## config.mk

```make
export PLATFORM = sky130hd
export DESIGN_NAME = temp_register_ctrl
export DESIGN_NICKNAME = d
export VERILOG_FILES = /design/src/rtl/temp_register_ctrl.sv
export SDC_FILE = /design/constraint.sdc
export NUM_CORES = 1
export LEC_CHECK = 0
export ABC_AREA = 0
export CORE_UTILIZATION = 52
export DETAILED_ROUTE_END_ITERATION = 7
export PLACE_DENSITY = 0.86
export SLEW_MARGIN = 20
export SYNTH_ARGS = -nofsm -noshare
export SYNTH_HDL_FRONTEND = slang
export SYNTH_SLANG_ARGS = --single-unit
```

## constraint.sdc

```tcl
create_clock -name clk -period 5.4 [get_ports clk]
set_clock_uncertainty 0.1 [all_clocks]
set_input_delay 1.08 -clock clk [delete_from_list [all_inputs] [get_ports clk]]
set_output_delay 1.08 -clock clk [all_outputs]
set_load 0.05 [all_outputs]
```

## src/rtl/temp_register_ctrl.sv

```systemverilog
// Command sequencer for an 8-bit signed temp register: issues load/inc/dec strobes
// and runs a RAMP toward zero under a step limit, reporting done/timeout/illegal.
module temp_register_ctrl #(
  parameter int DATA_W = 8
) (
  input  logic              clk,
  input  logic              reset,
  input  logic              instr_valid,
  output logic              instr_ready,
  input  logic [2:0]        instr_op,
  input  logic [DATA_W-1:0] instr_imm,
  input  logic              flag_negative,
  input  logic              flag_positive,
  input  logic              flag_zero,
  output logic              reg_load,
  output logic              reg_inc,
  output logic              reg_dec,
  output logic [DATA_W-1:0] reg_data,
  output logic              done,
  output logic              timeout,
  output logic              illegal,
  output logic [DATA_W-1:0] step_count
);

  typedef enum logic [1:0] {
    S_IDLE  = 2'd0,
    S_ISSUE = 2'd1,
    S_CHECK = 2'd2,
    S_DONE  = 2'd3
  } state_t;

  localparam logic [2:0] OP_NOP  = 3'b000;
  localparam logic [2:0] OP_LOAD = 3'b001;
  localparam logic [2:0] OP_INC  = 3'b010;
  localparam logic [2:0] OP_DEC  = 3'b011;
  localparam logic [2:0] OP_RAMP = 3'b100;

  state_t              state_q, state_d;
  logic [2:0]          op_q, op_d;
  logic [DATA_W-1:0]   imm_q, imm_d;
  logic [DATA_W-1:0]   data_q, data_d;
  logic [DATA_W-1:0]   step_q, step_d;
  logic                dir_inc_q, dir_inc_d;
  logic                timeout_q, timeout_d;
  logic                illegal_q, illegal_d;
  logic                ready_q, ready_d;
  logic                load_q, load_d;
  logic                inc_q, inc_d;
  logic                dec_q, dec_d;
  logic                done_q, done_d;
  logic                accept_s;

  assign accept_s = instr_valid & ready_q;

  // State register and registered outputs; reset aborts any operation without a done pulse
  always_ff @(posedge clk or posedge reset) begin
    if (reset) begin
      state_q   <= S_IDLE;
      op_q      <= 3'b000;
      imm_q     <= '0;
      data_q    <= '0;
      step_q    <= '0;
      dir_inc_q <= 1'b0;
      timeout_q <= 1'b0;
      illegal_q <= 1'b0;
      ready_q   <= 1'b1;
      load_q    <= 1'b0;
      inc_q     <= 1'b0;
      dec_q     <= 1'b0;
      done_q    <= 1'b0;
    end else begin
      state_q   <= state_d;
      op_q      <= op_d;
      imm_q     <= imm_d;
      data_q    <= data_d;
      step_q    <= step_d;
      dir_inc_q <= dir_inc_d;
      timeout_q <= timeout_d;
      illegal_q <= illegal_d;
      ready_q   <= ready_d;
      load_q    <= load_d;
      inc_q     <= inc_d;
      dec_q     <= dec_d;
      done_q    <= done_d;
    end
  end

  // Next-state logic; outputs are decoded from the next state so they register in step with it
  always_comb begin
    state_d   = state_q;
    op_d      = op_q;
    imm_d     = imm_q;
    data_d    = data_q;
    step_d    = step_q;
    dir_inc_d = dir_inc_q;
    timeout_d = timeout_q;
    illegal_d = illegal_q;
    load_d    = 1'b0;
    inc_d     = 1'b0;
    dec_d     = 1'b0;

    case (state_q)
      S_IDLE: begin
        if (accept_s) begin
          op_d      = instr_op;
          imm_d     = instr_imm;
          data_d    = instr_imm;
          step_d    = '0;
          timeout_d = 1'b0;
          illegal_d = 1'b0;
          case (instr_op)
            OP_NOP:  state_d = S_DONE;
            OP_LOAD: state_d = S_ISSUE;
            OP_INC:  state_d = S_ISSUE;
            OP_DEC:  state_d = S_ISSUE;
            OP_RAMP: state_d = S_CHECK;
            default: begin
              state_d   = S_DONE;
              illegal_d = 1'b1;
            end
          endcase
        end else begin
          state_d = S_IDLE;
        end
      end
      S_ISSUE: begin
        if (op_q == OP_RAMP) begin
          state_d = S_CHECK;
        end else begin
          state_d = S_DONE;
        end
      end
      S_CHECK: begin
        // Flags already reflect the strobe issued in the previous cycle
        if (flag_zero) begin
          state_d = S_DONE;
        end else if (step_q == imm_q) begin
          state_d   = S_DONE;
          timeout_d = 1'b1;
        end else if (flag_negative) begin
          state_d   = S_ISSUE;
          dir_inc_d = 1'b1;
        end else if (flag_positive) begin
          state_d   = S_ISSUE;
          dir_inc_d = 1'b0;
        end else begin
          state_d   = S_DONE;
          illegal_d = 1'b1;
        end
      end
      S_DONE: begin
        state_d = S_IDLE;
      end
      default: begin
        state_d = S_IDLE;
      end
    endcase

    if (state_d == S_ISSUE) begin
      case (op_d)
        OP_LOAD: load_d = 1'b1;
        OP_INC:  inc_d  = 1'b1;
        OP_DEC:  dec_d  = 1'b1;
        OP_RAMP: begin
          inc_d  = dir_inc_d;
          dec_d  = ~dir_inc_d;
          step_d = step_q + DATA_W'(1);
        end
        default: begin
          load_d = 1'b0;
        end
      endcase
    end else begin
      load_d = 1'b0;
    end

    done_d  = (state_d == S_DONE);
    ready_d = (state_d == S_IDLE);
  end

  assign instr_ready = ready_q;
  assign reg_load    = load_q;
  assign reg_inc     = inc_q;
  assign reg_dec     = dec_q;
  assign reg_data    = data_q;
  assign done        = done_q;
  assign timeout     = timeout_q;
  assign illegal     = illegal_q;
  assign step_count  = step_q;

endmodule

```

==> results by group, run 1 <==
Synth
  – Mapped Nets: 179
  – Post-Synth Adder-Cell Area: 0.00820
  – Main synth FF type: dfrtp_1
  – Post-Synth Simple-Gate Area: 0.278
  – Yosys warnings: 0
  – Post-Synthesis Cell Area: 0.00153 mm^2
  – Dominant combinational cell family by area after synthesis: simple AND/OR/NAND/NOR gates
  – Xor/xnor share of the synthesized area: 0.0631
  – FF+latch count, synth: 29
  – Synth top area share: 0.459
  – Mux contribution to synthesized area: 0.0418
  – Synth async-reset ratio: 1.00
  – Number of enable flip-flop cells after synthesis: 0
  – Synth Area in Compound Gates: 0.102
  – Dominant cell type by area after synthesis: dfrtp_1
  – Seq/Total Area, Yosys: 0.476
  – Synth top area cells: dfrtp_1 (46%), nand2_1 (11%), xnor2_1 (5.7%), o21ai_0 (3.0%), mux2_2 (2.2%)
  – Avg Cell Area, Syn: ~9.5 um^2
  – Synthesized instance count: 161
  – Netlist cell types: 42

Critical path
  – WP buf/inv: 1
  – Crit-path slowest cell: clkdlybuf4s50_1
  – Worst Path Arrival: 1650 ps
  – R2r endpoint: step_count[2]$_DFF_PP0_
  – Worst flop-to-flop path startpoint: state_q[1]$_DFF_PP0_
  – Critical path capture point type: output port
  – CP Cell Sequence: clkdlybuf4s50_1
  – Worst Setup SP: step_count[1]$_DFF_PP0_
  – Worst setup SP type: flop
  – R2R cell count: 6
  – Critical-path maximum fanout: 6
  – Worst path depth: 1
  – Largest delay share family, worst path: buffers and inverters
  – Worst Path Required: 4220 ps
  – CP Class: flop to output port
  – Critical Path Max Stage Delay: 850 ps
  – R2R Setup Slk: ~3300 ps
  – Crit path to: step_count[1]

Drt
  – DR DRC count: 0
  – Vias/cell: 5.46
  – Routed via count: 1,273
  – Routed len/inst: about 14 um
  – Final wirelength: 3.25 mm
  – Final ANT Viol Nets: 0
  – Initial DRC Count: 19
  – Drt pass-1 iters: 4

Outcome
  – Status: finished, final reports clean

Clock network
  – Clock latency on the worst-skew pair: 330 ps
  – CTS tree: built
  – Post-cts resize count: 0
  – Setup bufs post-CTS: 0
  – CTS root buf: clkbuf_4
  – Sink Count: 29
  – CTS Hold Buffers Added: 0
  – Cts bufs inserted: 5
  – H-tree depth: 2
  – Clock Path Buffers: 2
  – Worst-path clk slew: 90 ps

Power and ir drop
  – Peak supply drop: 0.469 mV
  – Pint: 0.571 mW
  – Power Density: between 500 and 600 mW/mm^2
  – Leakage: 0.863 nW
  – Fraction of power spent switching nets: 0.468
  – Clk network pwr share: 0.139
  – Combinational power share: 0.519
  – NetSw: 0.502 mW
  – Sequential group share of total power: 0.343
  – Post-route total power: 1.07 mW

Global route
  – Initial antenna violation count: 0
  – Overall routing resource usage: 0.224
  – Vias in the first global route: 1,226
  – Pin count of the biggest net entering global routing: 30
  – First-pass GRT wire length: approximately 5.4 mm
  – GR Overflow Total: 0

Die
  – Initial Utilization: 0.554
  – Core Box Area: approximately 0.0028 mm^2
  – Horiz. Die Dim: between 50 and 60 um
  – Row cnt: 19
  – Die span in y: 56.2 um
  – # IOs: 40
  – Die area: roughly 0.0032 mm^2

Timing
  – Max Fclk: ~350 MHz
  – Tcrit/Tclk final: 0.525
  – Fin Setup TNS: 0 ps
  – Final setup fails: 0
  – Max-slew violations: 0
  – RSZ-0062 raised after global routing: no
  – Final hold violations: 0
  – Worst slew pin tran: 766 ps
  – Rel. slew slack: 0.487
  – Final critical-path required period: 2830 ps

Hold path
  – Worst hold path cell count: 1
  – Tightest Hold Check Type: flop to flop

Layout
  – Share of cells above drive strength 1: 0.129
  – Nets@finish: 219
  – Highest-count cells in the layout ignoring fill and taps: nand2_1 (44), clkdlybuf4s50_1 (39), dfrtp_1 (28)
  – Commonest non-fill, non-tap cell in the layout: nand2_1
  – Number of diodes: 0
  – Layout area overhead: 31.4%

Flow run
  – Max-Cap Viols: 0

Placement
  – Gpl congestion: ~0.84
  – DP HPWL: about 2.3 mm
  – Port Buf Inserts: 39
-- power groups by stage --
stage	clock (mW)	combinational (mW)	sequential (mW)
2_1_floorplan	0	0.241	0.520
6_report	0.149	0.557	0.368
3_3_place_gp	0	0.546	0.365
4_1_cts	0.153	0.560	0.365
3_5_place_dp	0	0.558	0.368
5_1_grt	0.162	0.596	0.377
-- cell usage after synthesis (2+ instances only) --
cell type	count
a22o_1	2
nand3b_1	2
nor2b_1	2
mux2i_1	3
nand3_1	5
mux2_2	3
clkbuf_1	3
a21oi_1	6
o21ai_0	9
nor3_1	3
nand4_2	2
nand2b_1	2
inv_1	3
nand2_1	44
dfrtp_1	28
buf_4	2
xnor2_1	10
nor3_4	2
nor2_1	7
-- area by class of cell --
type	count	area, um^2
Clock buffer	7	65.1
Clock inverter	1	5.00
Fill cell	225	752
Inverter	4	15.0
Multi-Input combinational cell	122	764
Sequential cell	29	727
Tap cell	31	38.8
Timing Repair Buffer	39	390
-- state kept, by name (all words and copies together), names as in the netlist, 2 cells and up --
register / flops
reg_data: 8
op_q: 3
state_q: 2
step_count: 8
-- kinds of logic after synthesis --
kind of cell,Yosys count
buffers and inverters,10
DFF,29
adders and majority gates,1
AOI/OAI and AO/OA,25
xor gates and xnor gates,11
and+or+nand+nor,79
muxes,6
-- stage by stage --
step,instance area (um^2),utilization,hold WS (ps),cells,setup slack (ps)
global route,2010,0.727,464,233,2500
CTS,2000,0.725,435,233,2350
finish,2010,0.727,434,233,2570
global placement,1930,0.700,407,225,2100
floorplan,1530,-,373,161,3030
detailed placement,1930,0.700,409,225,2020
-- how the worst min path moves through the flow --
stage,startpoint,endpoint,slack (ps)
after global placement,reg_data[0]$_DFFE_PP0P_,reg_data[0]$_DFFE_PP0P_,410
after detailed placement,dir_inc_q$_DFF_PP0_,dir_inc_q$_DFF_PP0_,410
after floorplan,dir_inc_q$_DFF_PP0_,dir_inc_q$_DFF_PP0_,370
after global routing,dir_inc_q$_DFF_PP0_,dir_inc_q$_DFF_PP0_,460
after CTS,dir_inc_q$_DFF_PP0_,dir_inc_q$_DFF_PP0_,430
final,dir_inc_q$_DFF_PP0_,dir_inc_q$_DFF_PP0_,430
-- per-layer routing --
metal	wire length, um	GRT usage
met4	40	0.0732
met2	1630	0.369
met5	0	0
met3	201	0.0791
met1	1380	0.276
Note: power is estimated with default switching activity, not from simulation.
==> inputs of run 2 (changes only) <==
- CORE_UTILIZATION: 52 -> 48
- PLACE_DENSITY: 0.86 -> 0.8
- clock period: 5.4 -> 2.7 ns (I/O delays scaled with it)
==> run 2 against run 1 <==
Final cell count grew 7.3%. Sequential share of layout area shrank 0.58 points. Combinational power grew 100%. Clock power grew 82%. Design area grew 1.6%. Critical path depth is the same. Register-to-register slack lost 2600 ps. Global-route usage grew 0.59 points. Setup slack lost 2200 ps. Count of clock-buffer cells in the layout is the same. Sequential power grew 97%. Critical endpoint is now step_count[3].
==> results by group, run 2 (synthesis results as in run 1) <==
Critical path
  – CP Cell Sequence: clkdlybuf4s50_1
  – Crit-path slowest cell: clkdlybuf4s50_1
  – Critical path capture point type: output port
  – Critical Path Max Stage Delay: 850 ps (about the same)
  – R2R Setup Slk: 720 ps (-2570 ps)
  – WP buf/inv: 1 (unchanged)
  – Worst setup SP type: flop
  – Worst Path Arrival: 1660 ps (about the same)
  – Critical-path maximum fanout: 6 (unchanged)
  – CP Class: flop to output port
  – Largest delay share family, worst path: buffers and inverters
  – Worst Path Required: 2060 ps (-2160 ps)

Drt
  – DR DRC count: 0 (unchanged)
  – Routed via count: 1,300 (+2.1%)
  – Drt pass-1 iters: 5 (+1)
  – Final wirelength: 3.34 mm (+2.7%)
  – Vias/cell: 5.20 (-4.8%)
  – Routed len/inst: 13.4 um (-4.3%)
  – Initial DRC Count: 34 (+15)
  – Final ANT Viol Nets: 0 (unchanged)

Die
  – Die span in y: 58.4 um (+3.9%)
  – Initial Utilization: 0.504 (-0.0494)
  – # IOs: 40 (unchanged)
  – Horiz. Die Dim: 58.4 um (+3.9%)
  – Row cnt: 20 (+1)
  – Die area: 0.00341 mm^2 (+8.0%)
  – Core Box Area: 0.00303 mm^2 (+9.8%)

Timing
  – Max-slew violations: 0 (unchanged)
  – Rel. slew slack: 0.660 (+0.173)
  – Setup WS post-layout: 399 ps (-2170 ps)
  – Final setup fails: 0 (unchanged)
  – Fin Setup TNS: 0 ps (unchanged)
  – Tcrit/Tclk final: 0.852
  – Worst slew pin tran: 508 ps (-258 ps)
  – Final critical-path required period: 2300 ps
  – Max Fclk: ~430 MHz
  – Final hold violations: 0 (unchanged)
  – RSZ-0062 raised after global routing: no

Layout
  – Highest-count cells in the layout ignoring fill and taps: nand2_1 (44), clkdlybuf4s50_1 (39), dfrtp_1 (28)
  – Design area: 0.00204 mm^2 (+1.6%)
  – Share of cells above drive strength 1: 0.136 (+0.00721)
  – Non-Filler Instances: 250 (+7.3%)
  – Number of fill cells in the layout: 264 (+17%)
  – Commonest non-fill, non-tap cell in the layout: nand2_1
  – Number of diodes: 0 (unchanged)
  – Nets@finish: 224 (+2.3%)
  – Layout area overhead: 33.5%

Global route
  – Initial antenna violation count: 0 (unchanged)
  – Vias in the first global route: 1,363 (+11%)
  – Overall routing resource usage: 0.230 (+0.00588)
  – Pin count of the biggest net entering global routing: 18 (-40%)
  – GR Overflow Total: 0 (unchanged)
  – First-pass GRT wire length: 5.84 mm (+7.2%)

Placement
  – Port Buf Inserts: 39 (unchanged)
  – DP HPWL: 2.45 mm (+4.7%)
  – DP Cell Count: 243 (+8.0%)
  – Gpl congestion: 0.851 (+1.9%)
  – Dpl ws: 317 ps (-1700 ps)
  – Placed Area: 0.00198 mm^2 (+2.8%)

Clock network
  – Worst-path clk slew: 90 ps (about the same)
  – Setup bufs post-CTS: 0 (unchanged)
  – CTS tree: built
  – Sink Count: 29 (unchanged)
  – H-tree depth: 2 (unchanged)
  – Clock latency on the worst-skew pair: 330 ps (about the same)
  – Post-cts resize count: 0 (unchanged)
  – Cts bufs inserted: 5 (unchanged)
  – CTS Hold Buffers Added: 0 (unchanged)
  – Clock Path Buffers: 2 (unchanged)
  – CTS root buf: clkbuf_4

Outcome
  – Status: finished, final reports clean

Flow run
  – Max-Cap Viols: 0 (unchanged)

Hold path
  – Tightest Hold Check Type: primary input to asynchronous set/reset pin

Power and ir drop
  – Power Density: 1040 mW/mm^2 (+95%)
  – Leakage: 0.878 nW (+1.8%)
  – Peak supply drop: 0.754 mV (+61%)
run 2: final cells by class:
type	instances	area, um^2	area share
repair buffers	44	428	0.210
inverters	4	15.0	0.00737
clock buffers	7	55.1	0.0270
flip-flops and latches	29	727	0.357
well taps	44	55.1	0.0270
multi-input cells	122	758	0.372
run 2: routing by layer:
layer  wire, um  track usage  up-vias
met5          0            0        -
met4         53        0.122        0
met3        199       0.0725        5
met2       1670        0.392       41
met1       1420        0.258      620
li1           -            -      634
run 2: stage by stage:
| step | total power, mW | util | hold WS (ps) |
|---|---|---|---|
| after floorplan | 1.52 | - | 373 |
| after global placement | 1.83 | 0.655 | 407 |
| after detailed placement | 1.86 | 0.655 | 414 |
| after CTS | 2.14 | 0.673 | 409 |
| after global routing | 2.25 | 0.673 | 452 |
| final | 2.12 | 0.673 | 409 |
run 2: power breakdown:
group / internal [mW] / switching, mW / total, mW
clock: 0.123 / 0.149 / 0.271
combinational: 0.420 / 0.708 / 1.13
sequential: 0.583 / 0.141 / 0.724
run 2: final timing paths:
check                                         from                      end  cells past startpoint
max                        step_count[3]$_DFF_PP0_            step_count[3]                      1
min                                          reset      timeout$_DFFE_PP0P_                      2
max reg2reg                   state_q[1]$_DFF_PP0_  step_count[2]$_DFF_PP0_                      6
min reg2reg                reg_data[7]$_DFFE_PP0P_  reg_data[7]$_DFFE_PP0P_                      2
max in group asynchronous                    reset  reg_data[6]$_DFFE_PP0P_                      3
min in group clk           reg_data[7]$_DFFE_PP0P_  reg_data[7]$_DFFE_PP0P_                      2
==> inputs of run 3 (changes only) <==
- GPL_ROUTABILITY_DRIVEN: not set -> 0
==> results of run 3 <==
Same layout as run 2: the final DEF is identical, and so are final timing and power.
